## config.mk

```make
export PLATFORM = sky130hd
export DESIGN_NAME = gain_ramp_multi
export DESIGN_NICKNAME = d
export VERILOG_FILES = /design/src/rtl/gain_ramp_multi.sv
export SDC_FILE = /design/constraint.sdc
export NUM_CORES = 1
export LEC_CHECK = 0
export BUFFER_PORTS_ARGS = -buffer_cell sky130_fd_sc_hd__buf_4
export CAP_MARGIN = 10
export CORE_AREA = 2 2 276 278
export CTS_CLUSTER_DIAMETER = 150
export DETAILED_ROUTE_END_ITERATION = 8
export DIE_AREA = 0 0 278 280
export GPL_TIMING_DRIVEN = 0
export PLACE_DENSITY = 0.43
export SLEW_MARGIN = 25
export SYNTH_ARGS = -nofsm -noshare
export SYNTH_HDL_FRONTEND = slang
export SYNTH_SLANG_ARGS = --single-unit
```

## constraint.sdc

```tcl
create_clock -name CLK -period 15.4 [get_ports CLK]
set_input_delay 4.62 -clock CLK [delete_from_list [all_inputs] [get_ports CLK]]
set_output_delay 4.62 -clock CLK [all_outputs]
set_load 0.01 [all_outputs]
```

## src/rtl/gain_ramp_multi.sv

```systemverilog
`default_nettype none
// ============================================================================
// Module   : gain_ramp_multi
// Brief    : Multi-channel gain stage with per-frame gain ramping, rounding,
//            saturation and clip flags. One shared multiplier walks the
//            channels of a latched frame one per cycle.
// Revision : 1.0 - initial release
// ============================================================================
module gain_ramp_multi #(
  parameter int NUM_CH    = 2,
  parameter int SAMPLE_W  = 24,
  parameter int GAIN_W    = 16,
  parameter int FRAC_W    = 12,
  parameter int RAMP_STEP = 256
) (
  input  logic                         CLK,
  input  logic                         RESET,
  input  logic                         sample_ready,
  input  logic [NUM_CH*SAMPLE_W-1:0]   samples_in,
  input  logic [GAIN_W-1:0]            target_gain,
  input  logic                         mute,
  output logic [NUM_CH*SAMPLE_W-1:0]   samples_out,
  output logic                         out_valid,
  output logic [NUM_CH-1:0]            clip,
  output logic [GAIN_W-1:0]            cur_gain,
  output logic                         busy,
  output logic                         overrun
);

  localparam int c_idx_w  = (NUM_CH > 1) ? $clog2(NUM_CH) : 1;
  localparam int c_prod_w = SAMPLE_W + GAIN_W + 1;

  localparam logic [1:0] c_st_idle = 2'd0;
  localparam logic [1:0] c_st_mul  = 2'd1;
  localparam logic [1:0] c_st_done = 2'd2;

  localparam logic [c_idx_w-1:0] c_last_idx = c_idx_w'(NUM_CH - 1);
  localparam logic [GAIN_W-1:0]  c_unity    = GAIN_W'(1 << FRAC_W);
  localparam logic [GAIN_W-1:0]  c_step     = GAIN_W'(RAMP_STEP);

  // Rounding constant: half an LSB of the output after the FRAC_W shift.
  localparam logic signed [c_prod_w-1:0] c_round =
    {{(c_prod_w-FRAC_W){1'b0}}, 1'b1, {(FRAC_W-1){1'b0}}};
  localparam logic signed [c_prod_w-1:0] c_sat_max =
    {{(c_prod_w-SAMPLE_W+1){1'b0}}, {(SAMPLE_W-1){1'b1}}};
  localparam logic signed [c_prod_w-1:0] c_sat_min =
    {{(c_prod_w-SAMPLE_W+1){1'b1}}, {(SAMPLE_W-1){1'b0}}};

  logic [1:0]                  r_state;
  logic [1:0]                  w_state_nxt;
  logic [c_idx_w-1:0]          r_idx;
  logic [GAIN_W-1:0]           r_cur_gain;
  logic                        r_overrun;
  logic signed [SAMPLE_W-1:0]  r_frame [NUM_CH];
  logic signed [SAMPLE_W-1:0]  r_stage [NUM_CH];
  logic [NUM_CH-1:0]           r_stage_clip;
  logic signed [SAMPLE_W-1:0]  r_out   [NUM_CH];
  logic [NUM_CH-1:0]           r_clip;
  logic signed [SAMPLE_W-1:0]  w_in    [NUM_CH];

  logic                        w_accept;
  logic [GAIN_W-1:0]           w_eff;
  logic [GAIN_W-1:0]           w_diff;
  logic [GAIN_W-1:0]           w_next_gain;

  logic signed [SAMPLE_W-1:0]  w_sample;
  logic signed [c_prod_w-1:0]  w_sample_ext;
  logic signed [c_prod_w-1:0]  w_gain_ext;
  logic signed [c_prod_w-1:0]  w_prod;
  logic signed [c_prod_w-1:0]  w_rounded;
  logic signed [c_prod_w-1:0]  w_shifted;
  logic signed [SAMPLE_W-1:0]  w_result;
  logic                        w_clip;

  assign w_accept = (r_state == c_st_idle) && sample_ready;

  // Unpack the input bus and pack the output registers.
  for (genvar k = 0; k < NUM_CH; k++) begin : g_pack
    assign w_in[k] = samples_in[k*SAMPLE_W +: SAMPLE_W];
    assign samples_out[k*SAMPLE_W +: SAMPLE_W] = r_out[k];
  end

  assign clip     = r_clip;
  assign cur_gain = r_cur_gain;
  assign overrun  = r_overrun;

  // State register; reset abandons any frame in flight.
  always_ff @(posedge CLK) begin
    if (RESET) r_state <= c_st_idle;
    else       r_state <= w_state_nxt;
  end

  // Next-state: one MUL cycle per channel, then a single DONE cycle.
  always_comb begin
    w_state_nxt = r_state;
    case (r_state)
      c_st_idle: if (sample_ready) w_state_nxt = c_st_mul;
      c_st_mul:  if (r_idx == c_last_idx) w_state_nxt = c_st_done;
      c_st_done: w_state_nxt = c_st_idle;
      default:   w_state_nxt = c_st_idle;
    endcase
  end

  // FSM outputs: busy for the whole frame, out_valid only in DONE.
  always_comb begin
    busy      = (r_state != c_st_idle);
    out_valid = (r_state == c_st_done);
  end

  // Gain ramp toward the effective target, bounded to one step per frame.
  always_comb begin
    w_eff       = mute ? '0 : target_gain;
    w_diff      = '0;
    w_next_gain = r_cur_gain;
    if (r_cur_gain < w_eff) begin
      w_diff      = w_eff - r_cur_gain;
      w_next_gain = (w_diff > c_step) ? (r_cur_gain + c_step) : w_eff;
    end else if (r_cur_gain > w_eff) begin
      w_diff      = r_cur_gain - w_eff;
      w_next_gain = (w_diff > c_step) ? (r_cur_gain - c_step) : w_eff;
    end
  end

  // Shared multiplier: full-precision product, round-half-up, saturate.
  always_comb begin
    w_sample     = r_frame[r_idx];
    w_sample_ext = {{(GAIN_W+1){w_sample[SAMPLE_W-1]}}, w_sample};
    w_gain_ext   = {{(SAMPLE_W+1){1'b0}}, r_cur_gain};
    w_prod       = w_sample_ext * w_gain_ext;
    w_rounded    = w_prod + c_round;
    w_shifted    = w_rounded >>> FRAC_W;
    w_clip       = 1'b0;
    w_result     = w_shifted[SAMPLE_W-1:0];
    if (w_shifted > c_sat_max) begin
      w_result = {1'b0, {(SAMPLE_W-1){1'b1}}};
      w_clip   = 1'b1;
    end else if (w_shifted < c_sat_min) begin
      w_result = {1'b1, {(SAMPLE_W-1){1'b0}}};
      w_clip   = 1'b1;
    end
  end

  // Frame latch, ramp step, per-channel staging and simultaneous output update.
  always_ff @(posedge CLK) begin
    if (RESET) begin
      r_idx        <= '0;
      r_cur_gain   <= c_unity;
      r_overrun    <= 1'b0;
      r_clip       <= '0;
      r_stage_clip <= '0;
      for (int k = 0; k < NUM_CH; k++) begin
        r_frame[k] <= '0;
        r_stage[k] <= '0;
        r_out[k]   <= '0;
      end
    end else begin
      r_overrun <= sample_ready && (r_state != c_st_idle);
      if (w_accept) begin
        r_idx      <= '0;
        r_cur_gain <= w_next_gain;
        for (int k = 0; k < NUM_CH; k++) r_frame[k] <= w_in[k];
      end
      if (r_state == c_st_mul) begin
        r_idx                <= r_idx + c_idx_w'(1);
        r_stage[r_idx]       <= w_result;
        r_stage_clip[r_idx]  <= w_clip;
        if (r_idx == c_last_idx) begin
          for (int k = 0; k < NUM_CH; k++) begin
            r_out[k]  <= r_stage[k];
            r_clip[k] <= r_stage_clip[k];
          end
          // The last channel bypasses staging so all channels land together.
          r_out[NUM_CH-1]  <= w_result;
          r_clip[NUM_CH-1] <= w_clip;
        end
      end
    end
  end

endmodule
`default_nettype wire

```

Word-level counts from Yosys, hierarchy flattened. Memories as Yosys holds them, arrays and structs flattened. A register that Yosys moved wholly into a read port is not among the register bits. Index checks and enable logic that the tools add are counted.

Memory bits (read-only): 0. RAM bits: 144. Latch bits: 0. Memories: 3. Bits of input ports: 68. Word-level logic and storage cells: 83. Bits in registers: 24. Output and inout port bits: 69.

Memories: r_frame (depth 2, width 24, rd ports 1, clocked after memory_dff 1, wr ports 2, RTL line 54) `logic signed [SAMPLE_W-1:0] r_frame [NUM_CH];`; r_out (depth 2, width 24, rd ports 2, clocked after memory_dff 0, wr ports 2, RTL line 57) `logic signed [SAMPLE_W-1:0] r_out [NUM_CH];`; r_stage (depth 2, width 24, rd ports 2, clocked after memory_dff 0, wr ports 2, RTL line 55) `logic signed [SAMPLE_W-1:0] r_stage [NUM_CH];`.

Magnitude comparators: 8. Shift operators: 0. Divide/modulo/power cells: 0. Add/sub/neg operators: 6. $mul: 1. Reduce and logical (&&, ||, !) cells: 11. Bitwise gates (word level): 5. Muxes and demuxes: 39. Eq/ne operators: 4.

Operators by type and width (count): $mux W24 (8); $mux W16 (5); $add A41 B13 Y41 const B (1); $mul A24 B17 Y41 (1); $gt A16 B9 Y1 const B (2); $sub A16 B16 Y16 (2); $gt A29 B24 Y1 const B (1); $lt A29 B24 Y1 const B (1); $reduce_or A24 Y1 (1); $mux W1 (21); $add A16 B9 Y16 const B (1); $gt A16 B16 Y1 (1); $lt A16 B16 Y1 (1); $sub A16 B9 Y16 const B (1); $reduce_and A2 Y1 (3); $reduce_bool A2 Y1 (3); $or A1 B1 Y1 (5); $mux W2 (2); $ne A2 B2 Y1 const B (2); $pmux W2 S2 (1); $logic_and A1 B1 Y1 (3); $bwmux W2 (1); $eq A2 B1 Y1 const B (1); $eq A2 B2 Y1 const B (1); 5 further kinds (5).

Depth between registers and ports, before layout.
Word-level depth: 6. Gate-level depth with buffers: 29. Depth with buffers taken out: 25.

Worst setup path before layout. OpenSTA, ideal clock, no wires.

Path type: input to register. Start point: input port mute. End point: register r_cur_gain[12], in the netlist cur_gain[12]. Buffers on the path: 2. Setup time: 0.131 ns. Required time: 15.269 ns. Slack: 7.442 ns. Data arrival time: 7.827 ns. Stages: 17. Cells stage by stage: clkinv_1 clkbuf_1 nand2_1 ha_1 inv_1 fa_1 nand4_1 o221ai_1 and4_1 or3_1 a222oi_1 o2111a_1 nand2b_1 clkbuf_1 o31ai_1 a2111oi_2 a211oi_1.

Word-level cells in the longest chain between the ends: 6. Elaborated cells between the ends (all ways): 13. Classes of those cells: add/sub (2); order compare (4); mux (5); reduce/logical (2).

Ends and longest elaborated chain: start, declared (RTL line 21) `input logic mute,`; $mux W16 (*) (RTL line 112) `w_eff = mute ? '0 : target_gain;`; $sub A16 B16 Y16 (RTL line 119) `w_diff = r_cur_gain - w_eff;`; $gt A16 B9 Y1 (RTL line 120) `w_next_gain = (w_diff > c_step) ? (r_cur_gain - c_step) : w_eff;`; $mux W16 (RTL line 120); $mux W16 (RTL line 118) `end else if (r_cur_gain > w_eff) begin`; $mux W16 (RTL line 115) `if (r_cur_gain < w_eff) begin`; end signal, assigned (RTL line 147) `r_cur_gain <= c_unity;`; end signal, assigned (RTL line 160) `r_cur_gain <= w_next_gain;`; end, declared (RTL line 52) `logic [GAIN_W-1:0] r_cur_gain;`.

Every way passes the cells marked *; elsewhere a longest branch is shown, timed or not. The select of a mux whose other input is x is not followed. A chain may end at the register's enable or synchronous reset.

==> impl_metrics.csv <==
group,metric,value,unit
logic_synthesis,yosysTopAreaCell,"fa_1",
logic_synthesis,syn_area,22300,sq um
logic_synthesis,synthMostInstantiatedCell,"inv_1",
cells_and_area,instances_no_fill,3592,
clocking,clock_latency,0.48,ns
sta,slew_violations,0,
placed_design,dp.final_hpwl,60400,microns
cells_and_area,fin_nets,3196,
sta,fin_setup_tns,0,ns
global_route,overflow,0,
detailed_routing,first_iter_violations,983,
power_and_ir_drop,ir_drop,0.0762,mV
setup_path,critPathMaxFanout,10,
detailed_routing,ant_nets,0,
global_route,grt_pass1_vias,18900,
logic_synthesis,ys_ff_latch,144,
logic_synthesis,ys_warn_count,0,
clocking,cts-root-buf,"clkbuf_16",
floorplan,die_w,278,microns
detailed_routing,drcViolationCount,0,
detailed_routing,wirelength,71000,microns
placed_design,dp_cells,3558,
sta,tightest_slew,1.02,ns
logic_synthesis,synth_edf_count,120,
setup_path,path_buf_inv,7,
setup_path,crit_slowest_cell,"mux2i_2",
floorplan,rows,101,
worst_hold_path,min_from,"clip[1]",
sta,period_minus_slack,9.97,ns
setup_path,crit_family,"adder cells",
global_route,grt_pass1_wl,111000,microns
detailed_routing,first_pass_iters,7,
clocking,cts_setup_buffers,0,
global_route,grt_use_total,19.0,%
sta,clock.fmax,100,MHz
sta,whs,0.475,ns
outcome,status,"finished, final reports clean",
clocking,h-tree-depth,4,
logic_synthesis,synth_cell_types,81,
floorplan,initial_core_util,29.6,%
sta,worst_clock_skew,0.0129,ns
logic_synthesis,syn_avg_cell_area,9.12,sq um
detailed_routing,vias,17400,
power_and_ir_drop,power_density,82.7,nW/um^2
logic_synthesis,syn-num-nets,3040,
placed_design,gp_congestion,0.888,
worst_hold_path,min_path_type,"flip-flop to flip-flop",
floorplan,num_io_pins,137,
sta,fin_crit_sh,64.8,%
cells_and_area,finish.instance_area,25200,sq um
setup_path,reg2reg_slack,5.43,ns
power_and_ir_drop,power_leakage,11.9,nW
clocking,cts-resized-gates,0,
floorplan,die_area,77800,sq um
clocking,clock_sinks,144,
sta,rsz0062_at_grt,"no",
setup_path,path_depth,26,
sta,worst_slack,5.43,ns
cells_and_area,fillers,7893,
detailed_routing,post_drt_via_cell_ratio,4.84,
job,max-cap-violations,0,
logic_synthesis,ys_top_cells_by_area,"fa_1 34%, edfxtp_1 16%, inv_1 9.1%",
logic_synthesis,netlist.area_leader.share,33.9,%
clocking,holdBufCountCts,0,
setup_path,path_class,"flip-flop to flip-flop",
setup_path,end_kind,"flip-flop",
logic_synthesis,synthCells,2444,
logic_synthesis,synthArstFlopShare,0,%
floorplan,coreArea,75200,sq um
detailed_routing,wl_per_cell,19.8,microns
clocking,path_clk_slew,0.07,ns
global_route,grt_max_degree,49,
placed_design,dp_slack,5.43,ns
placed_design,port_buffers,135,
logic_synthesis,synth_common_cells,"542 x inv_1, 377 x fa_1, 267 x nor2_1, 207 x nand2_1, 151 x ha_1",
cells_and_area,drive_above_1_share,9.61,%
global_route,antenna_found_initial,1,
setup_path,reg2regPathDepth,26,
cells_and_area,areaGrowthSynthToFinish,13.1,%
setup_path,max_stage_delay,0.78,ns
setup_path,start_kind,"flip-flop",
clocking,cts_buffers,17,
logic_synthesis,seq_area_frac_synth,18.3,%
clocking,clockBufferDepth,2,
setup_path,crit_required,15.71,ns
floorplan,fp.dieH,280,microns
sta,relSlewSlack,30.3,%
setup_path,r2r_end,"r_out[1][13]",
sta,setup_violations,0,
logic_synthesis,ys.flop_type,"edfxtp_1",
sta,hold_viol_final,0,
setup_path,arrival,10.28,ns
placed_design,dpl_cell_area,24600,sq um
setup_path,crit_top_cell,"fa_1",
clocking,cts_tree,"done",
setup_path,critPathCapture,"r_out[1][13]",
-- per-stage QoR --
stage               power, W  util [%]
finish               0.00209      33.5
global placement     0.00168      32.6
global route         0.00226      33.5
CTS                  0.00211      33.5
floorplan            0.00128         -
detailed placement   0.00168      32.7
-- sequential cells by signal (all words and copies together) (netlist names), named ones only --
register / count
r_stage_clip: 1
r_state: 2
overrun: 1
r_frame: 48
r_stage: 24
r_idx: 1
cur_gain: 16
r_out: 48
clip: 2
-- how the worst min path moves through the flow --
stage	to	slack (ns)	depth (start not counted)
after global routing	clip[1]	0.50	2
after CTS	clip[1]	0.48	2
after global placement	clip[0]	0.46	1
after floorplan	clip[0]	0.44	1
after detailed placement	clip[0]	0.47	1
final	clip[1]	0.48	2
-- layout by cell type (no fill, tap or decap), types with 6 or more instances in the layout --
cell type / synthesis / final
mux2_2: 20 / 20
nor2b_1: 12 / 12
clkbuf_1: 68 / 68
a31oi_1: 10 / 10
nand3b_1: 9 / 9
o211ai_1: 12 / 12
nand3_1: 15 / 15
o21ai_0: 38 / 38
ha_1: 151 / 151
and3_1: 7 / 7
inv_1: 542 / 541
o21a_1: 6 / 6
nor2_1: 267 / 267
buf_4: 2 / 137
dfxtp_1: 24 / 24
nor3_1: 22 / 22
xor2_1: 17 / 17
nand4_1: 20 / 20
buf_2: 21 / 21
a211oi_1: 14 / 14
o21bai_1: 8 / 8
buf_1: 7 / 6
mux2i_2: 0 / 17
mux2i_1: 35 / 18
o221ai_1: 7 / 7
and2_1: 97 / 97
clkbuf_16: 0 / 17
edfxtp_1: 120 / 120
xnor2_1: 41 / 41
or3_1: 9 / 9
nand2_1: 207 / 207
a21o_1: 20 / 20
a21oi_1: 135 / 135
nand2b_1: 23 / 21
fa_1: 377 / 377
-- worst reg2reg max path: stages (launching register included) --
cell and delay (ns):
dfxtp_1 0.43, buf_2 0.30, buf_1 0.62, mux2i_2 0.78, clkbuf_1 0.61, nor2_1 0.15, fa_1 0.55, fa_1 0.56
fa_1 0.46, fa_1 0.55, fa_1 0.55, inv_1 0.05, fa_1 0.52, inv_1 0.04, ha_1 0.26, clkbuf_1 0.28
nand2_1 0.18, nor2_1 0.26, nand4_1 0.23, a211oi_1 0.70, a211oi_1 0.22, xnor2_1 0.31, nand2_1 0.13, o41ai_2 0.35
nand2_1 0.25, buf_2 0.27, a21oi_1 0.18
-- report_power, final --
| part | leakage (nW) | switching (W) | internal, W | total, W |
|---|---|---|---|---|
| clock | 0.279 | 0.000192 | 0.000227 | 0.000419 |
| combinational | 10.1 | 0.000775 | 0.000411 | 0.00119 |
| sequential | 1.47 | 0.0000193 | 0.000462 | 0.000481 |
| total | 11.9 | 0.000987 | 0.00110 | 0.00209 |
-- kinds of logic after synthesis --
family          after synthesis  share of synthesized area (%)
buf+inv                     647                           11.1
xor+xnor                     58                           2.28
fa+ha+maj                   528                           42.3
mux                          55                           2.58
compound gates              303                           8.76
flops                       144                           18.3
simple gates                709                           14.7
-- per-layer routing --
| layer | global-route usage, % | wire (microns) |
|---|---|---|
| met1 | 23.4 | 29500 |
| met2 | 33.8 | 36000 |
| met3 | 2.40 | 2840 |
| met4 | 7.47 | 2730 |
| met5 | 0 | 0 |
-- final cells by class --
type	count	area (sq um)	share of cell area, %
clock buffer	17	425	1.69
inverter	548	2060	8.16
tap	978	1220	4.85
antenna	1	2.50	0.00992
multi-input combinational	1653	15800	62.7
sequential	144	4080	16.2
clock inverter	15	151	0.600
timing repair buffer	137	1050	4.17
buffer	99	408	1.62
Power figures use the tool's default switching activity.
